### config.mk
export PLATFORM = sky130hd
export DESIGN_NAME = fetch_unit
export DESIGN_NICKNAME = d
export VERILOG_FILES = /design/src/rtl/fetch_unit_pkg.sv /design/src/rtl/fetch_unit_branch_lut.sv /design/src/rtl/fetch_unit.sv
export SDC_FILE = /design/constraint.sdc
export NUM_CORES = 1
export LEC_CHECK = 0
export CORE_UTILIZATION = 41
export CTS_CLUSTER_SIZE = 8
export DETAILED_ROUTE_END_ITERATION = 7
export GPL_TIMING_DRIVEN = 0
export PLACE_DENSITY = 0.67
export SYNTH_ARGS = -nofsm -noshare
export SYNTH_HDL_FRONTEND = slang
export SYNTH_SLANG_ARGS = --single-unit
### constraint.sdc
create_clock -name Clk -period 2.3 [get_ports Clk]
set_input_delay 0.69 -clock Clk [delete_from_list [all_inputs] [get_ports Clk]]
set_output_delay 0.69 -clock Clk [all_outputs]
set_load 0.005 [all_outputs]
### src/rtl/fetch_unit_pkg.sv
// rtl/fetch_unit_pkg.sv - shared types and constants for the fetch stage
package fetch_unit_pkg;

  typedef enum logic [1:0] {
    FS_IDLE   = 2'd0,
    FS_RUN    = 2'd1,
    FS_HALTED = 2'd2
  } fetch_state_t;

  localparam int LBL_N = 16;
  localparam int LBL_W = 4;

endpackage

### src/rtl/fetch_unit_branch_lut.sv
// rtl/fetch_unit_branch_lut.sv - branch-target table, registered write, combinational read
module branch_lut
  import fetch_unit_pkg::*;
#(
  parameter int PC_W = 10
) (
  input  logic             clk,
  input  logic             reset,
  input  logic             we,
  input  logic [LBL_W-1:0] widx,
  input  logic [PC_W-1:0]  wdata,
  input  logic [LBL_W-1:0] ridx,
  output logic [PC_W-1:0]  rdata
);

  logic [PC_W-1:0] mem [LBL_N];

  // Clear every entry on reset so unwritten labels resolve to address 0; otherwise accept writes
  always_ff @(posedge clk) begin
    if (reset) begin
      for (int i = 0; i < LBL_N; i++) begin
        mem[i] <= '0;
      end
    end else if (we) begin
      mem[widx] <= wdata;
    end
  end

  // Same-cycle read lets a taken branch redirect the PC with no bubble
  assign rdata = mem[ridx];

endmodule

### src/rtl/fetch_unit.sv
// rtl/fetch_unit.sv - program counter, run/halt control and retired-instruction counter
module fetch_unit
  import fetch_unit_pkg::*;
#(
  parameter int PC_W  = 10,
  parameter int CNT_W = 16
) (
  input  logic             Clk,
  input  logic             Reset,
  input  logic             Start,
  input  logic             BranchEn,
  input  logic [LBL_W-1:0] label_index,
  input  logic             Halt,
  input  logic             lut_we,
  input  logic [LBL_W-1:0] lut_idx,
  input  logic [PC_W-1:0]  lut_data,
  output logic [PC_W-1:0]  PC,
  output logic             Running,
  output logic             Done,
  output logic [CNT_W-1:0] instr_count
);

  fetch_state_t    state, state_next;
  logic            start_q;
  logic            start_rise;
  logic            lut_wr_ok;
  logic [PC_W-1:0] pc_next;
  logic [PC_W-1:0] lut_rdata;

  assign start_rise = Start & ~start_q;
  // The table is frozen while a program executes
  assign lut_wr_ok  = lut_we & (state != FS_RUN);

  branch_lut #(
    .PC_W (PC_W)
  ) u_branch_lut (
    .clk   (Clk),
    .reset (Reset),
    .we    (lut_wr_ok),
    .widx  (lut_idx),
    .wdata (lut_data),
    .ridx  (label_index),
    .rdata (lut_rdata)
  );

  // Previous Start level; sampled through reset so a Start held across reset is not an edge
  always_ff @(posedge Clk) begin
    start_q <= Start;
  end

  // State register
  always_ff @(posedge Clk) begin
    if (Reset) begin
      state <= FS_IDLE;
    end else begin
      state <= state_next;
    end
  end

  // Next state and next PC: Halt beats BranchEn beats sequential fetch
  always_comb begin
    state_next = state;
    pc_next    = PC;
    case (state)
      FS_IDLE, FS_HALTED: begin
        if (start_rise) begin
          state_next = FS_RUN;
          pc_next    = '0;
        end
      end
      FS_RUN: begin
        if (Halt) begin
          state_next = FS_HALTED;
        end else if (BranchEn) begin
          pc_next = lut_rdata;
        end else begin
          pc_next = PC + 1'b1;
        end
      end
      default: begin
        state_next = FS_IDLE;
        pc_next    = '0;
      end
    endcase
  end

  // PC and registered state decodes for Running/Done
  always_ff @(posedge Clk) begin
    if (Reset) begin
      PC      <= '0;
      Running <= 1'b0;
      Done    <= 1'b0;
    end else begin
      PC      <= pc_next;
      Running <= (state_next == FS_RUN);
      Done    <= (state_next == FS_HALTED);
    end
  end

  // Retired-instruction counter: cleared on a new run, saturating while running
  always_ff @(posedge Clk) begin
    if (Reset) begin
      instr_count <= '0;
    end else if (state != FS_RUN) begin
      if (start_rise) begin
        instr_count <= '0;
      end
    end else if (instr_count != {CNT_W{1'b1}}) begin
      instr_count <= instr_count + 1'b1;
    end
  end

endmodule
Word level (Yosys, flattened, before mapping)
Memories as Yosys holds them, arrays and structs flattened.
Cells that the tools add are included.

storage, ports and cells
  bits in writable memories = 160
  word-level logic and storage cells = 45
  memories kept = 1
  register bits = 31

memories
  name              depth  width  read ports  clocked after memory_dff  write ports  RTL line                     text
  u_branch_lut.mem  16     10     1           0                         16           fetch_unit_branch_lut.sv:16  logic [PC_W-1:0] mem [LBL_N];

operators by class
  multiplexer cells = 18
  eq/ne operators = 9
  bitwise operators = 3
  reduce and logical (&&, ||, !) cells = 6
  add/subtract/negate cells = 2

operators by type and width
  cell                                           count
  2-to-1 mux 16 bit                              3
  2-to-1 mux 10 bit                              4
  case mux 10 bit (2 select lines)               1
  adder 16 x 1 -> 16 bit, second input constant  1
  != test 16 bit, second input constant          1
  adder 10 x 1 -> 10 bit, second input constant  1
  OR reduction 10 bit                            1
  2-to-1 mux 1 bit                               6
  != test 2 bit, second input constant           3
  == test 2 x 1 -> 1 bit, second input constant  2
  == test 2 bit, second input constant           2
  2-to-1 mux 2 bit                               2
  2-to-1 mux 4 bit                               1
  case mux 2 bit (2 select lines)                1
  AND reduction 2 bit                            2
  AND 1 bit                                      2
  zero test 2 bit                                1
  != test 2 x 1 -> 1 bit, second input constant  1
  nonzero test 2 bit                             1
  OR reduction 2 bit                             1
  NOT 1 bit                                      1

Longest topological paths before layout
  depth in word-level cells = 7
  depth in mapped cells = 8
  depth with buffers taken out = 6

By module
Synthesis repeated with hierarchy kept, for this count alone.

unflattened totals
  cells, all modules = 692
  area, all modules = 9066.2 um^2

by module, submodules not included
  module      cells an instance  area each (um^2)  times used  seq. area each (um^2)
  branch_lut  473                7312.0            1           4804.6
  fetch_unit  219                1754.2            1           620.6

Worst setup path after synthesis
Ideal clock, no wire load.

  path type = input -> register
  start point = in label_index[1]
  end point = reg PC[8]
  data required time = 2.166 ns
  setup slack = 0.098 ns
  setup time = 0.134 ns
  arrival time = 2.069 ns
  stages = 6
  path through = buf_2 -> buf_4 -> mux4_2 -> mux2_2 -> a22oi_1 -> o211ai_1

on the way
  word-level cells in the longest chain between the ends = 4

RTL lines
  what                              RTL line          text
  from (decl)                       fetch_unit.sv:12  input logic [LBL_W-1:0] label_index,
  memory (16 x 10 bit)              n/a
  2-to-1 mux 10 bit                 fetch_unit.sv:74  end else if (BranchEn) begin
  2-to-1 mux 10 bit                 fetch_unit.sv:72  if (Halt) begin
  case mux 10 bit (2 select lines)  fetch_unit.sv:64  case (state)
  to (signal assigned)              fetch_unit.sv:94  PC <= pc_next;
  to (decl)                         fetch_unit.sv:17  output logic [PC_W-1:0] PC,

Every way passes these cells. The select of a mux whose other input is x is not followed.
A chain may end at the register's enable or synchronous reset.

Worst setup path in the final report
  start point = in Halt
  end point = reg PC[5]

on the way
  word-level cells in the longest chain between the ends = 2

RTL lines
  what                           RTL line          text
  from (decl)                    fetch_unit.sv:13  input logic Halt,
  != test 2 bit (no line)        n/a
  AND reduction 2 bit (no line)  n/a

Every way passes these cells.

==> out/summary.md <==
The run finished with clean final reports. The worst setup path is launched from an input port. During I/O placement, the number of pins put on the boundary was 52.

The total of buffers placed on input and output ports is 50. The tools report the maximum clock insertion buffer count as 2. The total overflow left after global routing is 0. The logs give 0 for the number of warning messages in the yosys log and 0.23 ns for the minimum setup slack among reg-to-reg paths.

The areal power density over the cells works out to 697 nW/µm². The tree is rooted in a clkbuf_16. The cell count of the worst hold path is 1. The beginning of the worst hold path is PC[9]$_SDFFE_PP0P_.

In this run switching power makes up 23.8% of total power. The highest fanout seen on the critical path works out to 9. In the routed design, unresolved DRC markers number 0.

In the synthesized netlist the async set-or-reset flop fraction comes to 0%. The floorplan has 53 rows. The finished cells cover 10500 µm². Global routing used 21.5% of the available tracks. The average vias per placed instance is 5.46, and the maximum achievable frequency is 0.454 GHz. After layout, the worst path uses 95.8% of the clock period.

The vertical die dimension works out to 150 µm. Across the routed clock network, the largest skew measured is 0.0110 ns. For the number of global-route vias before repair, the log shows 5754. Setup repair after global routing could not meet its margin everywhere. The first routing iteration left 413 violations.

The count of nets left with antenna violations after detail routing was 0. The minimum clock period came out at 2.20 ns. The worst register-to-register path ends at u_branch_lut.mem[13][2]$_SDFFCE_PN0P_. Global routing consumed, on the met3 layer, 4.36% of the routing resources. Global routing consumed, on the met1 layer, 28.1% of the routing resources. Overall die area: 22600 µm². The first-pass GRT wire length was 34300 µm. The number of antenna violations at the first check in global routing was 0; the average wire per cell in the routed design was 21.3 µm. Buffers added to address setup during post-CTS repair amount to 0. The fill cell instance count of the final layout was 1865.

The count of clock tree sinks was 191; the setup TNS was 0 ns. The clock transition at the register clock pins on the worst setup and hold paths after CTS is 0.07 ns. The tools report the endpoint arrival time on the critical path as 2.57 ns.

For this block, the via count after detailed routing is 5812. In the global route stage, met2 resource usage came out at 36.1%. After global routing, the most crowded layer is met2. In this run the number of H-tree levels came out at 4. For this run, the post-layout net count is 804. Relative to the synthesized area, the layout overhead comes to 16.7%. The number of max-capacitance violations reported is 0. Combinational cells account for 7.3% of the total power. The count of antenna diodes in the layout is 0. The number of enable-type register cells in the synthesized netlist is 160. The tools report the half-perimeter wire length after detailed placement as 15700 µm. The static leakage power was 3.90 nW.

When the netlist entered floorplanning its net count stood at 736. Among all flip-flop cells after synthesis, the most frequent one is edfxtp_1. The worst-case IR drop observed on VDD is 0.000522 V. The final worst-path setup slack was 0.0968 ns; the count of mapped cells out of synthesis was 710. At the worst endpoint, the required time is 2.66 ns. TritonCTS built the clock tree. The synthesized netlist contains 51 unique library cells. The tools report the final-report max-slew violation count as 0. STA classifies the critical path endpoint as a flop. Entering global routing, the biggest net connects 19 pins. The tools report the portion of the post-synthesis area used by sequential elements as 60.2%. In this run the horizontal extent of the chip is 150 µm.

The initial standard-cell utilization of the core was 42.3%; the portion of total power attributed to the clock network was 39.6%. Dividing the synthesized area by the synthesized cell count gives 12.7 µm². The worst register-to-register path begins at state[1]$_SDFF_PP0_.

The final layout contains routed wiring with a total length of 22700 µm. The tools report the TritonCTS buffer count as 17. Class of the tightest hold or removal check: flop to flop. Path type of the worst setup path: input port to flop. The tools report the internal power as 5.58 mW.

Power comes to 7.32 mW. Number of endpoints failing setup at the final stage: 0. After detailed placement, the total cell area comes to 9850 µm². The fraction of layout cells with a size suffix above 1 is 13.8%.

The sink of the worst hold path was PC[9]$_SDFFE_PP0P_. Normalized max-slew margin: 51.5%. The pre-CTS setup slack came out at -1.05 ns. The sequential fraction of design power is 53.1%. The number of endpoints with negative hold slack in the final report was 0; the slew of the pin with the lowest slew margin was 0.726 ns.

The clock reaches the later pin of the worst-skew pair after 0.44 ns. The number of optimization iterations in the first detailed-route pass was 5. The floorplan core area is 21300 µm², and the switching power summed over all nets is 1.74 mW.

Routability-driven placement finished with a final weighted congestion of 0.821. The synthesized netlist occupies a cell area of 9000 µm². The number of cells on the worst reg-to-reg path is 7. In this run, synthesis produced a sequential element count of 191.
sequential cells by signal (all words and copies together), names as in the netlist:
| register | flops |
|---|---|
| state | 2 |
| Running | 1 |
| PC | 10 |
| start_q | 1 |
| Done | 1 |
| u_branch_lut.mem | 160 |
| instr_count | 16 |
power groups by stage:
stage | registers (mW) | clock network [mW] | logic (mW)
after floorplan | 3.95 | 0 | 0.300
final | 3.89 | 2.90 | 0.533
after global routing | 3.90 | 3.05 | 0.567
after global placement | 3.96 | 0 | 0.515
after detailed placement | 3.97 | 0 | 0.521
after CTS | 3.89 | 2.93 | 0.534
worst max path at each step:
stage                   start                                    to  slack, ns  cells past startpoint
6_report                 Halt                    PC[5]$_SDFFE_PP0P_        0.1                      6
3_5_place_dp            Reset  u_branch_lut.mem[6][4]$_SDFFCE_PN0P_      -1.05                      4
4_1_cts        label_index[1]                    PC[0]$_SDFFE_PP0P_       0.04                      7
5_1_grt                 Start                    PC[0]$_SDFFE_PP0P_      -0.04                      6
2_1_floorplan  label_index[1]                    PC[8]$_SDFFE_PP0P_        0.1                      6
3_3_place_gp            Reset  u_branch_lut.mem[6][2]$_SDFFCE_PN0P_      -0.99                      4
critical path, cell delays in order:
cell and delay (ns):
clkdlybuf4s50_1 0.51, nor4b_2 0.41, and3_1 0.20, clkbuf_1 0.39, nand3_1 0.25, nand4_1 0.12
synthesized netlist by cell type, drive strengths merged, types with 5 or more instances:
library cell | number | area (µm²)
a21oi | 10 | 50.1
a22oi | 22 | 165
and2 | 161 | 1010
and3 | 6 | 37.5
buf | 11 | 73.8
clkbuf | 38 | 143
dfxtp | 31 | 621
edfxtp | 160 | 4800
mux2 | 7 | 78.8
mux2i | 54 | 541
mux4 | 14 | 315
nand2 | 24 | 90.1
nand2b | 9 | 56.3
nand3 | 19 | 95.1
nand4 | 5 | 31.3
nor2 | 39 | 149
nor3 | 11 | 55.1
o21ai | 7 | 35.0
or2 | 18 | 113
xnor2 | 8 | 70.1
per-layer routing:
layer / share of wire (%) / vias to the layer above
li1: - / 2717
met1: 43 / 2872
met2: 49 / 200
met5: 0 / -
met4: 1.5 / 0
met3: 6.6 / 23
metrics by stage:
stage | std cells | hold slack [ns] | utilization (%)
after floorplan | 710 | 0.507 | -
after global placement | 1035 | 0.521 | 46.3
after detailed placement | 1035 | 0.519 | 46.3
after CTS | 1065 | 0.529 | 49.3
after global routing | 1065 | 0.576 | 49.4
final | 1065 | 0.529 | 49.4
logic make-up (layout without fill, tap and decap cells):
kind of cell	after synthesis	count (layout)	share of synthesized area (%)
buf+inv	53	133	2.57
xor+xnor	9	9	0.875
mux	75	75	10.4
flops	191	191	60.2
fa+ha+maj	2	2	0.278
compound gates	69	69	5.95
simple gates	311	311	19.7
repair_timing:
item	4_1_cts	5_1_grt
hold buffers	0	0
setup endpoints to repair	269	8
resized for setup	38	3
gates cloned	0	0
pin swaps	1	0
cell type report:
class	count	area, µm²	area share, %
inverters	4	15.0	0.143
plain buffers	48	260	2.48
well taps	275	344	3.27
clock buffers	17	425	4.05
flip-flops and latches	191	5430	51.6
multi-input cells	466	3390	32.2
clock inverters	14	148	1.40
repair buffers	50	503	4.79
cells in the final DEF (no fill, tap or decap), types with 4 or more instances in the layout:
master,Yosys,layout
a21oi_1,10,10
a22oi_1,22,21
a31oi_1,4,4
and2_1,161,161
and3_1,6,6
buf_2,5,4
buf_4,5,5
clkbuf_1,38,19
clkbuf_16,0,17
clkbuf_2,0,13
clkbuf_4,0,4
clkdlybuf4s50_1,0,46
dfxtp_1,31,31
edfxtp_1,160,160
inv_1,4,4
inv_6,0,4
inv_8,0,4
mux2_2,7,7
mux2i_1,54,53
mux4_2,14,14
nand2_1,24,24
nand2b_1,9,9
nand3_1,19,19
nand4_1,5,5
nor2_1,38,37
nor2b_1,4,4
nor3_1,11,10
o2111ai_1,4,4
o21ai_0,7,7
or2_2,18,13
or2_4,0,5
xnor2_1,8,8
(Power assumes the default switching activity.)
